--- config.mk ---
export PLATFORM = sky130hd
export DESIGN_NAME = fetch_queue_unit_flat
export DESIGN_NICKNAME = d
export VERILOG_FILES = /design/src/rtl/fetch_queue_unit_if.sv /design/src/rtl/fetch_queue_unit.sv /design/src/flat_wrapper.sv
export SDC_FILE = /design/constraint.sdc
export NUM_CORES = 1
export LEC_CHECK = 0
export ABC_CLOCK_PERIOD_IN_PS = 4400
export CAP_MARGIN = 10
export CORE_MARGIN = 1
export CORE_UTILIZATION = 35
export DETAILED_ROUTE_END_ITERATION = 8
export DONT_BUFFER_PORTS = 1
export PLACE_DENSITY_LB_ADDON = 0.2
export RECOVER_POWER = 50
export SLEW_MARGIN = 0
export SYNTH_ARGS = -nofsm -noshare
export SYNTH_HDL_FRONTEND = slang
export SYNTH_SLANG_ARGS = --single-unit
--- constraint.sdc ---
create_clock -name clk -period 4.4 [get_ports clk]
set_input_delay 0.88 -clock clk [delete_from_list [all_inputs] [get_ports clk]]
set_output_delay 0.88 -clock clk [all_outputs]
set_load 0.02 [all_outputs]
--- src/rtl/fetch_queue_unit_if.sv ---
// rtl/fetch_queue_unit_if.sv - APB bus interface used by the imem fetch port
interface apb_if #(
    parameter int ADDR_W = 32
);
    logic [ADDR_W-1:0] paddr;
    logic              psel;
    logic              penable;
    logic              pwrite;
    logic [31:0]       pwdata;
    logic [31:0]       prdata;
    logic              pready;
    logic              pslverr;

    modport master (
        output paddr, psel, penable, pwrite, pwdata,
        input  prdata, pready, pslverr
    );

    modport slave (
        input  paddr, psel, penable, pwrite, pwdata,
        output prdata, pready, pslverr
    );
endinterface

--- src/rtl/fetch_queue_unit.sv ---
// rtl/fetch_queue_unit.sv - instruction fetch front end with prefetch queue and JAL prediction
module apb_controller_sbm #(
    parameter int ADDR_W = 32
) (
    input  logic              clk,
    input  logic              rst_n,
    input  logic              start_i,
    input  logic [ADDR_W-1:0] addr_i,
    output logic              ready_o,
    output logic              resp_valid_o,
    output logic              resp_err_o,
    output logic [31:0]       rdata_o,
    apb_if.master             apb
);
    typedef enum logic [1:0] {C_IDLE, C_SETUP, C_ACCESS} cstate_t;

    cstate_t           state_q;
    logic              psel_q;
    logic              penable_q;
    logic [ADDR_W-1:0] paddr_q;

    always_ff @(posedge clk or negedge rst_n) begin
        if (!rst_n) begin
            state_q   <= C_IDLE;
            psel_q    <= 1'b0;
            penable_q <= 1'b0;
            paddr_q   <= '0;
        end else begin
            case (state_q)
                C_IDLE: begin
                    if (start_i) begin
                        psel_q  <= 1'b1;
                        paddr_q <= addr_i;
                        state_q <= C_SETUP;
                    end
                end
                C_SETUP: begin
                    penable_q <= 1'b1;
                    state_q   <= C_ACCESS;
                end
                C_ACCESS: begin
                    if (apb.pready) begin
                        psel_q    <= 1'b0;
                        penable_q <= 1'b0;
                        state_q   <= C_IDLE;
                    end
                end
                default: state_q <= C_IDLE;
            endcase
        end
    end

    // Completion is reported in the handshake cycle itself so the caller can push on that edge.
    assign ready_o      = (state_q == C_IDLE);
    assign resp_valid_o = (state_q == C_ACCESS) && apb.pready && !apb.pslverr;
    assign resp_err_o   = (state_q == C_ACCESS) && apb.pready && apb.pslverr;
    assign rdata_o      = apb.prdata;

    assign apb.paddr   = paddr_q;
    assign apb.psel    = psel_q;
    assign apb.penable = penable_q;
    assign apb.pwrite  = 1'b0;
    assign apb.pwdata  = '0;
endmodule

module fetch_queue_unit #(
    parameter int                ADDR_W      = 32,
    parameter logic [ADDR_W-1:0] INIT_PC     = '0,
    parameter int                DEPTH       = 4,
    parameter bit                JAL_PREDICT = 1'b1
) (
    input  logic                     clk,
    input  logic                     rst_n,
    apb_if.master                    imem_apb,
    input  logic                     redirect_i,
    input  logic [ADDR_W-1:0]        redirect_pc_i,
    output logic                     valid_o,
    input  logic                     ready_i,
    output logic [ADDR_W-1:0]        pc_o,
    output logic [31:0]              inst_o,
    output logic                     pred_taken_o,
    output logic [$clog2(DEPTH):0]   count_o,
    output logic                     err_o,
    output logic [ADDR_W-1:0]        err_pc_o
);
    localparam int PW = $clog2(DEPTH);
    localparam int CW = PW + 1;

    typedef enum logic [1:0] {IDLE, BUSY, DISCARD, ERROR} state_t;

    state_t            state_q;
    logic              start_q;
    logic [ADDR_W-1:0] req_pc_q;
    logic [ADDR_W-1:0] fetch_pc_q;
    logic              err_q;
    logic [ADDR_W-1:0] err_pc_q;

    logic [ADDR_W-1:0] pc_mem   [DEPTH];
    logic [31:0]       inst_mem [DEPTH];
    logic              pred_mem [DEPTH];
    logic [PW-1:0]     wr_q;
    logic [PW-1:0]     rd_q;
    logic [CW-1:0]     count_q;
    logic [ADDR_W-1:0] last_pc_q;
    logic [31:0]       last_inst_q;
    logic              last_pred_q;

    logic              ctrl_ready;
    logic              ctrl_resp;
    logic              ctrl_err;
    logic [31:0]       ctrl_rdata;

    apb_controller_sbm #(.ADDR_W(ADDR_W)) u_ctrl (
        .clk          (clk),
        .rst_n        (rst_n),
        .start_i      (start_q),
        .addr_i       (req_pc_q),
        .ready_o      (ctrl_ready),
        .resp_valid_o (ctrl_resp),
        .resp_err_o   (ctrl_err),
        .rdata_o      (ctrl_rdata),
        .apb          (imem_apb)
    );

    logic              pending;
    logic              issue;
    logic              push;
    logic              pop;
    logic              is_jal;
    logic [20:0]       jal_imm;
    logic [ADDR_W-1:0] jal_target;

    // An outstanding read owns a queue slot, so a response can always be pushed.
    assign pending    = (state_q == BUSY);
    assign issue      = (state_q == IDLE) && ctrl_ready && !redirect_i
                        && ((count_q + CW'(pending)) < CW'(DEPTH));
    assign push       = (state_q == BUSY) && ctrl_resp && !redirect_i;
    assign pop        = (count_q != '0) && ready_i && !redirect_i;
    assign is_jal     = JAL_PREDICT && (ctrl_rdata[6:0] == 7'b1101111);
    assign jal_imm    = {ctrl_rdata[31], ctrl_rdata[19:12], ctrl_rdata[20], ctrl_rdata[30:21], 1'b0};
    assign jal_target = req_pc_q + {{(ADDR_W-21){jal_imm[20]}}, jal_imm};

    always_ff @(posedge clk or negedge rst_n) begin
        if (!rst_n) begin
            state_q    <= IDLE;
            start_q    <= 1'b0;
            req_pc_q   <= '0;
            fetch_pc_q <= INIT_PC;
            err_q      <= 1'b0;
            err_pc_q   <= '0;
        end else begin
            start_q <= 1'b0;
            if (redirect_i) begin
                fetch_pc_q <= redirect_pc_i & ~ADDR_W'(3);
                err_q      <= 1'b0;
                state_q    <= ((state_q == BUSY || state_q == DISCARD) && !ctrl_resp && !ctrl_err)
                              ? DISCARD : IDLE;
            end else begin
                case (state_q)
                    IDLE: begin
                        if (issue) begin
                            start_q    <= 1'b1;
                            req_pc_q   <= fetch_pc_q;
                            fetch_pc_q <= fetch_pc_q + ADDR_W'(4);
                            state_q    <= BUSY;
                        end
                    end
                    BUSY: begin
                        if (ctrl_resp) begin
                            if (is_jal) fetch_pc_q <= jal_target;
                            state_q <= IDLE;
                        end else if (ctrl_err) begin
                            err_q    <= 1'b1;
                            err_pc_q <= req_pc_q;
                            state_q  <= ERROR;
                        end
                    end
                    DISCARD: begin
                        if (ctrl_resp || ctrl_err) state_q <= IDLE;
                    end
                    default: ;
                endcase
            end
        end
    end

    always_ff @(posedge clk or negedge rst_n) begin
        if (!rst_n) begin
            wr_q        <= '0;
            rd_q        <= '0;
            count_q     <= '0;
            last_pc_q   <= '0;
            last_inst_q <= '0;
            last_pred_q <= 1'b0;
        end else if (redirect_i) begin
            wr_q    <= '0;
            rd_q    <= '0;
            count_q <= '0;
        end else begin
            if (push) wr_q <= wr_q + PW'(1);
            if (pop) begin
                rd_q        <= rd_q + PW'(1);
                last_pc_q   <= pc_mem[rd_q];
                last_inst_q <= inst_mem[rd_q];
                last_pred_q <= pred_mem[rd_q];
            end
            count_q <= count_q + CW'(push) - CW'(pop);
        end
    end

    always_ff @(posedge clk) begin
        if (push) begin
            pc_mem[wr_q]   <= req_pc_q;
            inst_mem[wr_q] <= ctrl_rdata;
            pred_mem[wr_q] <= is_jal;
        end
    end

    // Empty queue keeps showing the most recently popped entry.
    assign valid_o      = (count_q != '0);
    assign pc_o         = valid_o ? pc_mem[rd_q]   : last_pc_q;
    assign inst_o       = valid_o ? inst_mem[rd_q] : last_inst_q;
    assign pred_taken_o = valid_o ? pred_mem[rd_q] : last_pred_q;
    assign count_o      = count_q;
    assign err_o        = err_q;
    assign err_pc_o     = err_pc_q;
endmodule

--- src/flat_wrapper.sv ---
// flat-port wrapper written by rule: the top's interface ports become plain ports
module fetch_queue_unit_flat 
#(
    parameter int                ADDR_W      = 32,
    parameter logic [ADDR_W-1:0] INIT_PC     = '0,
    parameter int                DEPTH       = 4,
    parameter bit                JAL_PREDICT = 1'b1
)
  (clk, rst_n, redirect_i, redirect_pc_i, valid_o, ready_i, pc_o, inst_o, pred_taken_o, count_o, err_o, err_pc_o, imem_apb_paddr, imem_apb_psel, imem_apb_penable, imem_apb_pwrite, imem_apb_pwdata, imem_apb_prdata, imem_apb_pready, imem_apb_pslverr);
  apb_if #(.ADDR_W(ADDR_W)) imem_apb_i ();
  input  logic clk;
  input  logic rst_n;
  input  logic redirect_i;
  input  logic [ADDR_W-1:0] redirect_pc_i;
  output logic valid_o;
  input  logic ready_i;
  output logic [ADDR_W-1:0] pc_o;
  output logic [31:0] inst_o;
  output logic pred_taken_o;
  output logic [$clog2(DEPTH):0] count_o;
  output logic err_o;
  output logic [ADDR_W-1:0] err_pc_o;
  output wire logic [$bits(imem_apb_i.paddr)-1:0] imem_apb_paddr;
  output wire logic [$bits(imem_apb_i.psel)-1:0] imem_apb_psel;
  output wire logic [$bits(imem_apb_i.penable)-1:0] imem_apb_penable;
  output wire logic [$bits(imem_apb_i.pwrite)-1:0] imem_apb_pwrite;
  output wire logic [$bits(imem_apb_i.pwdata)-1:0] imem_apb_pwdata;
  input wire logic [$bits(imem_apb_i.prdata)-1:0] imem_apb_prdata;
  input wire logic [$bits(imem_apb_i.pready)-1:0] imem_apb_pready;
  input wire logic [$bits(imem_apb_i.pslverr)-1:0] imem_apb_pslverr;
  assign imem_apb_paddr = imem_apb_i.paddr;
  assign imem_apb_psel = imem_apb_i.psel;
  assign imem_apb_penable = imem_apb_i.penable;
  assign imem_apb_pwrite = imem_apb_i.pwrite;
  assign imem_apb_pwdata = imem_apb_i.pwdata;
  assign imem_apb_i.prdata = imem_apb_prdata;
  assign imem_apb_i.pready = imem_apb_pready;
  assign imem_apb_i.pslverr = imem_apb_pslverr;
  fetch_queue_unit #(.ADDR_W(ADDR_W), .INIT_PC(INIT_PC), .DEPTH(DEPTH), .JAL_PREDICT(JAL_PREDICT)) u_core (.clk(clk), .rst_n(rst_n), .imem_apb(imem_apb_i), .redirect_i(redirect_i), .redirect_pc_i(redirect_pc_i), .valid_o(valid_o), .ready_i(ready_i), .pc_o(pc_o), .inst_o(inst_o), .pred_taken_o(pred_taken_o), .count_o(count_o), .err_o(err_o), .err_pc_o(err_pc_o));
endmodule
# Yosys cells after proc, flatten, opt, wreduce, memory -nomap -nowiden
# Memory sizes are Yosys's and may differ from the RTL's.
# Cells that the tools add are included.
# classes
order_cmp	1
n_eq_ne	13
reduce_logical	39
n_addsub	7
bitwise	2
muxes	36
# op_table
cell	n
2-to-1 mux 32 bit	6
case mux 32 bit (2 select lines)	1
adder 32 x 3 -> 32 bit (second input constant)	1
adder 32 bit	1
2-to-1 mux 2 bit	12
logical AND 1 bit	12
2-to-1 mux 1 bit	12
case mux 2 bit (3 select lines)	2
AND reduction 4 bit	3
nonzero test 2 bit	6
AND reduction 3 bit	3
AND reduction 2 bit	4
equality test 7 bit (second input constant)	1
adder 3 x 1 -> 3 bit	2
!= test 3 x 2 -> 1 bit (second input constant)	2
!= test 3 bit (second input constant)	2
nonzero test 3 bit	2
adder 2 x 1 -> 2 bit (second input constant)	2
equality test 2 x 1 -> 1 bit (second input constant)	2
equality test 2 bit (second input constant)	2
logical NOT 1 bit	4
logical NOT 2 bit	2
!= test 2 bit (second input constant)	2
!= test 4 x 2 -> 1 bit (second input constant)	1
8 further kinds	11
# word_totals
ramBits	260
wordCells	117
regBits	208
out_inout_bits	169
n_memories	3
in_bits	70
# mem_list
name	words	word_bits	rd	rd_clocked_by_memory_dff	write_ports	line	source
u_core.inst_mem	4	32	1	0	1	fetch_queue_unit.sv:99	logic [31:0] inst_mem [DEPTH];
u_core.pc_mem	4	32	1	0	1	fetch_queue_unit.sv:98	logic [ADDR_W-1:0] pc_mem [DEPTH];
u_core.pred_mem	4	1	1	0	1	fetch_queue_unit.sv:100	logic pred_mem [DEPTH];

# Depth between registers and ports, before layout
# depth
word_depth	8
depth_mapped	13
mapped_depth_nobuf	12

# Cells and area by module
# A second synthesis with hierarchy kept.
# unflattened
hier_cells	1426
hier_area_um2	21373.0
# by_module_without_submodules
mod	area_each_um2	seq_area_each_um2	n_inst	cells_each
fetch_queue_unit	19354.8	12111.6	1	1272
apb_controller_sbm	2018.2	900.9	1	154

# Worst setup path before layout
# Ideal clock, no wire load.
# synth_path
path_type	input-to-reg
startpoint	input port redirect_i
endpoint	memory u_core.inst_mem[0][0], enable pin
arrival_ns	3.043
setup_slack_ns	0.927
n_path_buf	1
stages	3
required_ns	3.970
setup_time_ns	0.430
path_cell_list	clkbuf_1 > nor2_1 > and3_1
# synth_between
elab_chain_cells	4
# synth_rtl
element	line	source
start, declared	flat_wrapper.sv:13	input logic redirect_i;
logical NOT 1 bit	fetch_queue_unit.sv:137	assign push = (state_q == BUSY) && ctrl_resp && !redirect_i;
logical AND 1 bit	fetch_queue_unit.sv:137	
2-to-1 mux 1 bit	fetch_queue_unit.sv:212	if (push) begin
2-to-1 mux 1 bit (not written as such)	fetch_queue_unit.sv:214	inst_mem[wr_q] <= ctrl_rdata;
end, declared	fetch_queue_unit.sv:99	
# Every way passes these cells.

# Worst setup path after layout
# layout_path
startpoint	register u_core.rd_q[0]
endpoint	output port inst_o[12]
# layout_between
elab_chain_cells	2
# layout_rtl
element	line	source
start, declared	fetch_queue_unit.sv:102	logic [PW-1:0] rd_q;
start signal, assigned	fetch_queue_unit.sv:202	rd_q <= rd_q + PW'(1);
memory read (4 x 32 bit)	-	
2-to-1 mux 32 bit	fetch_queue_unit.sv:222	assign inst_o = valid_o ? inst_mem[rd_q] : last_inst_q;
end, declared	flat_wrapper.sv:18	output logic [31:0] inst_o;
# Every way passes these cells.

==> flow_metrics.py <==
metrics = {
    "hold_path": {
        "hold_class": "primary input to async pin",
    },
    "route": {
        "routed_via_density": 5.22,
        "first_pass_iters": 5,
        "routed_wl_mm": 53.4,
        "drt_iter0_drc": 726,
        "vias": 11900,
        "wl_per_cell_um": 23.4,
        "drcViolationCount": 0,
        "ant_nets": 0,
    },
    "clocking": {
        "cts-resized-gates": 0,
        "post_cts_buffers": 0,
        "clkLatencyLatePin_ps": 590,
        "cts_tree": "done",
        "clk_pin_slew_ps": 60,
        "cts_buffers": 52,
        "cts_htree_levels": 2,
        "root_buffer": "clkbuf_16",
        "clk_path_buf_depth": 3,
        "cts_sinks": 468,
    },
    "timing": {
        "clock_skew_ps": 13.4,
        "post-route-period-util_pct": 80.8,
        "fin_tns_setup_ps": 0,
        "hold_viol": 0,
        "finalSetupViolCount": 0,
        "fin_crit_ps": 3560,
        "relSlewSlack_pct": -114,
        "fmax_mhz": 281,
        "worstMarginPinSlew_ps": 3210,
        "finalMaxSlewViolations": 127,
        "rsz0062_at_grt": "no",
    },
    "finish": {
        "final_nets": 1572,
        "synthToLayoutAreaGrowth_pct": 13.2,
        "drive_above_1_share_pct": 25.9,
        "mostFrequentLayoutCell": "edfxtp_1",
        "final_cell_mix": "edfxtp_1 (260), dfrtp_1 (206), mux2_2 (199)",
        "fillers": 5422,
        "final_util_pct": 40.1,
    },
    "placed_design": {
        "portBuffers": 0,
        "dp_hpwl_mm": 34.4,
        "gp_congestion": 0.823,
    },
    "synthesis": {
        "postSynthCellCount": 1444,
        "synthArstFlopShare_pct": 44.4,
        "synth_edf_count": 260,
        "synthesis.area_um2": 20800,
        "ys_seq_area_share_pct": 62.4,
        "synth_seq_cells": 468,
        "yosysTopAreaCell": "edfxtp_1",
        "synth_area_per_cell_um2": 14.4,
        "synth_area_leaders": "edfxtp_1 (37%), dfrtp_1 (25%), mux2_2 (11%)",
        "synth_top_area_share_pct": 37.5,
        "synthDistinctLibCells": 65,
        "synth_flop_cell": "edfxtp_1",
        "synth_warnings": 0,
    },
    "pwr": {
        "power.total_mw": 16.7,
        "powerDensity_nw_per_um2": 707,
        "vdd_drop_max_uv": 401,
        "leakagePower_nw": 8.87,
    },
    "setup_path": {
        "crit_type": "flop to output port",
        "required_ps": 3520,
        "path_cells": "buf_4, mux4_2, mux2_2",
        "worstSetupStartpointType": "flop",
        "cp_num_buf_inv": 1,
        "arrival_ps": 2680,
        "cp_slowest_cell": "dfrtp_4",
        "cp_top_family": "multiplexers",
        "slowest_delay_ps": 720,
        "cp-end-kind": "output port",
        "cp_max_fo": 21,
    },
    "run_status": {
        "status": "finished, violations left",
        "failed_checks": "max-capacitance violations, max-slew violations",
    },
    "global_route": {
        "use_met2_pct": 28.0,
        "antenna_found_initial": 9,
        "grt_pass1_wl_mm": 79.0,
        "grt_max_degree": 209,
        "met1_usage_pct": 23.5,
        "grt_overflow": 0,
        "grt_usage_pct": 17.6,
        "grt_use_met3_pct": 4.72,
        "grt_pass1_vias": 12000,
        "grt.busiest_layer": "met2",
    },
    "floorplanning": {
        "dieArea_um2": 60500,
        "die_h_um": 246,
        "num_rows": 89,
        "start_util_pct": 35.4,
        "die_w_um": 246,
        "ios": 239,
        "core_area_um2": 58900,
    },
    "run": {
        "maxCapViolations": 3,
    },
}
layer usage:
layer	routed length [um]	up-vias	part of all wire (%)
li1	-	5384	-
met1	23300	6111	44
met2	25400	289	48
met3	3320	93	6.2
met4	1320	14	2.5
met5	83	-	0.16
per-stage QoR:
step	cells	instance area [um^2]	setup slack [ps]	hold slack, ps
floorplan	1476	21000	927	439
global placement	2176	21700	676	449
detailed placement	2176	21700	688	468
CTS	2274	23600	711	-41.6
global route	2279	23600	566	269
finish	2279	23600	845	236
final cells by class:
type	count	area, um^2	area share, %
sequential	468	13000	55.2
multi-input combinational	889	7420	31.4
clock buffer	81	1560	6.62
tap	773	967	4.10
timing repair buffer	29	289	1.23
clock inverter	17	255	1.08
inverter	20	75.1	0.318
antenna	2	5.00	0.0212
power breakdown:
group	switching [mW]	leakage [nW]	internal, mW
logic	2.93	3.02	2.20
clock network	1.77	0.884	2.79
registers	1.33	4.96	5.66
total	6.03	8.87	10.6
flip-flops by register name (all words and copies together) (netlist names), 2 cells and up:
register                 cells
u_core.rd_q                  2
u_core.pred_mem              4
u_core.last_inst_q          32
u_core.req_pc_q             32
u_core.pc_mem              128
u_core.u_ctrl.state_q        2
u_core.last_pc_q            32
u_core.inst_mem            128
u_core.err_pc_o             32
u_core.state_q               2
u_core.wr_q                  2
u_core.fetch_pc_q           32
u_core.u_ctrl.apb.paddr     32
u_core.count_o               3
final timing paths:
check / start / to / slack (ps) / cells past startpoint
min: rst_n / u_core.req_pc_q[3] / 240 / 1
min in group clk: imem_apb_prdata[20] / u_core.inst_mem[0][20] / 380 / 0
min reg2reg: u_core.fetch_pc_q[1] / u_core.req_pc_q[1] / 480 / 2
max reg2reg: u_core.u_ctrl.state_q[1] / u_core.u_ctrl.apb.paddr[15] / 850 / 3
max in group asynchronous: rst_n / u_core.last_pc_q[12] / 1200 / 1
max: u_core.rd_q[0] / inst_o[12] / 840 / 3
synth_stat cells, types with 5 or more instances:
| library cell | number |
|---|---|
| ha_1 | 40 |
| a21o_1 | 11 |
| o31ai_1 | 5 |
| nor2_1 | 62 |
| nand2_1 | 143 |
| a31oi_1 | 6 |
| o21ai_0 | 55 |
| mux4_2 | 65 |
| nor2b_1 | 5 |
| nor3_1 | 13 |
| a21oi_1 | 75 |
| xor2_1 | 23 |
| xnor2_1 | 19 |
| nand3_1 | 25 |
| mux2_2 | 199 |
| buf_4 | 33 |
| edfxtp_1 | 260 |
| nand2b_1 | 5 |
| a211oi_1 | 8 |
| inv_1 | 20 |
| buf_1 | 8 |
| o21a_1 | 7 |
| dfrtp_1 | 208 |
| and3_1 | 15 |
| o211ai_1 | 5 |
| clkbuf_1 | 55 |
| nand4_1 | 10 |
cell families after synthesis:
logic type / Yosys count / share of synthesized area [%]
fa+ha+maj: 42 / 2.59
buf+inv: 119 / 2.76
compound gates: 210 / 6.24
xor+xnor: 42 / 1.76
flops: 468 / 62.4
simple gates: 297 / 6.37
other cells: 1 / 0.0180
mux: 265 / 17.8
(Power assumes the default switching activity.)
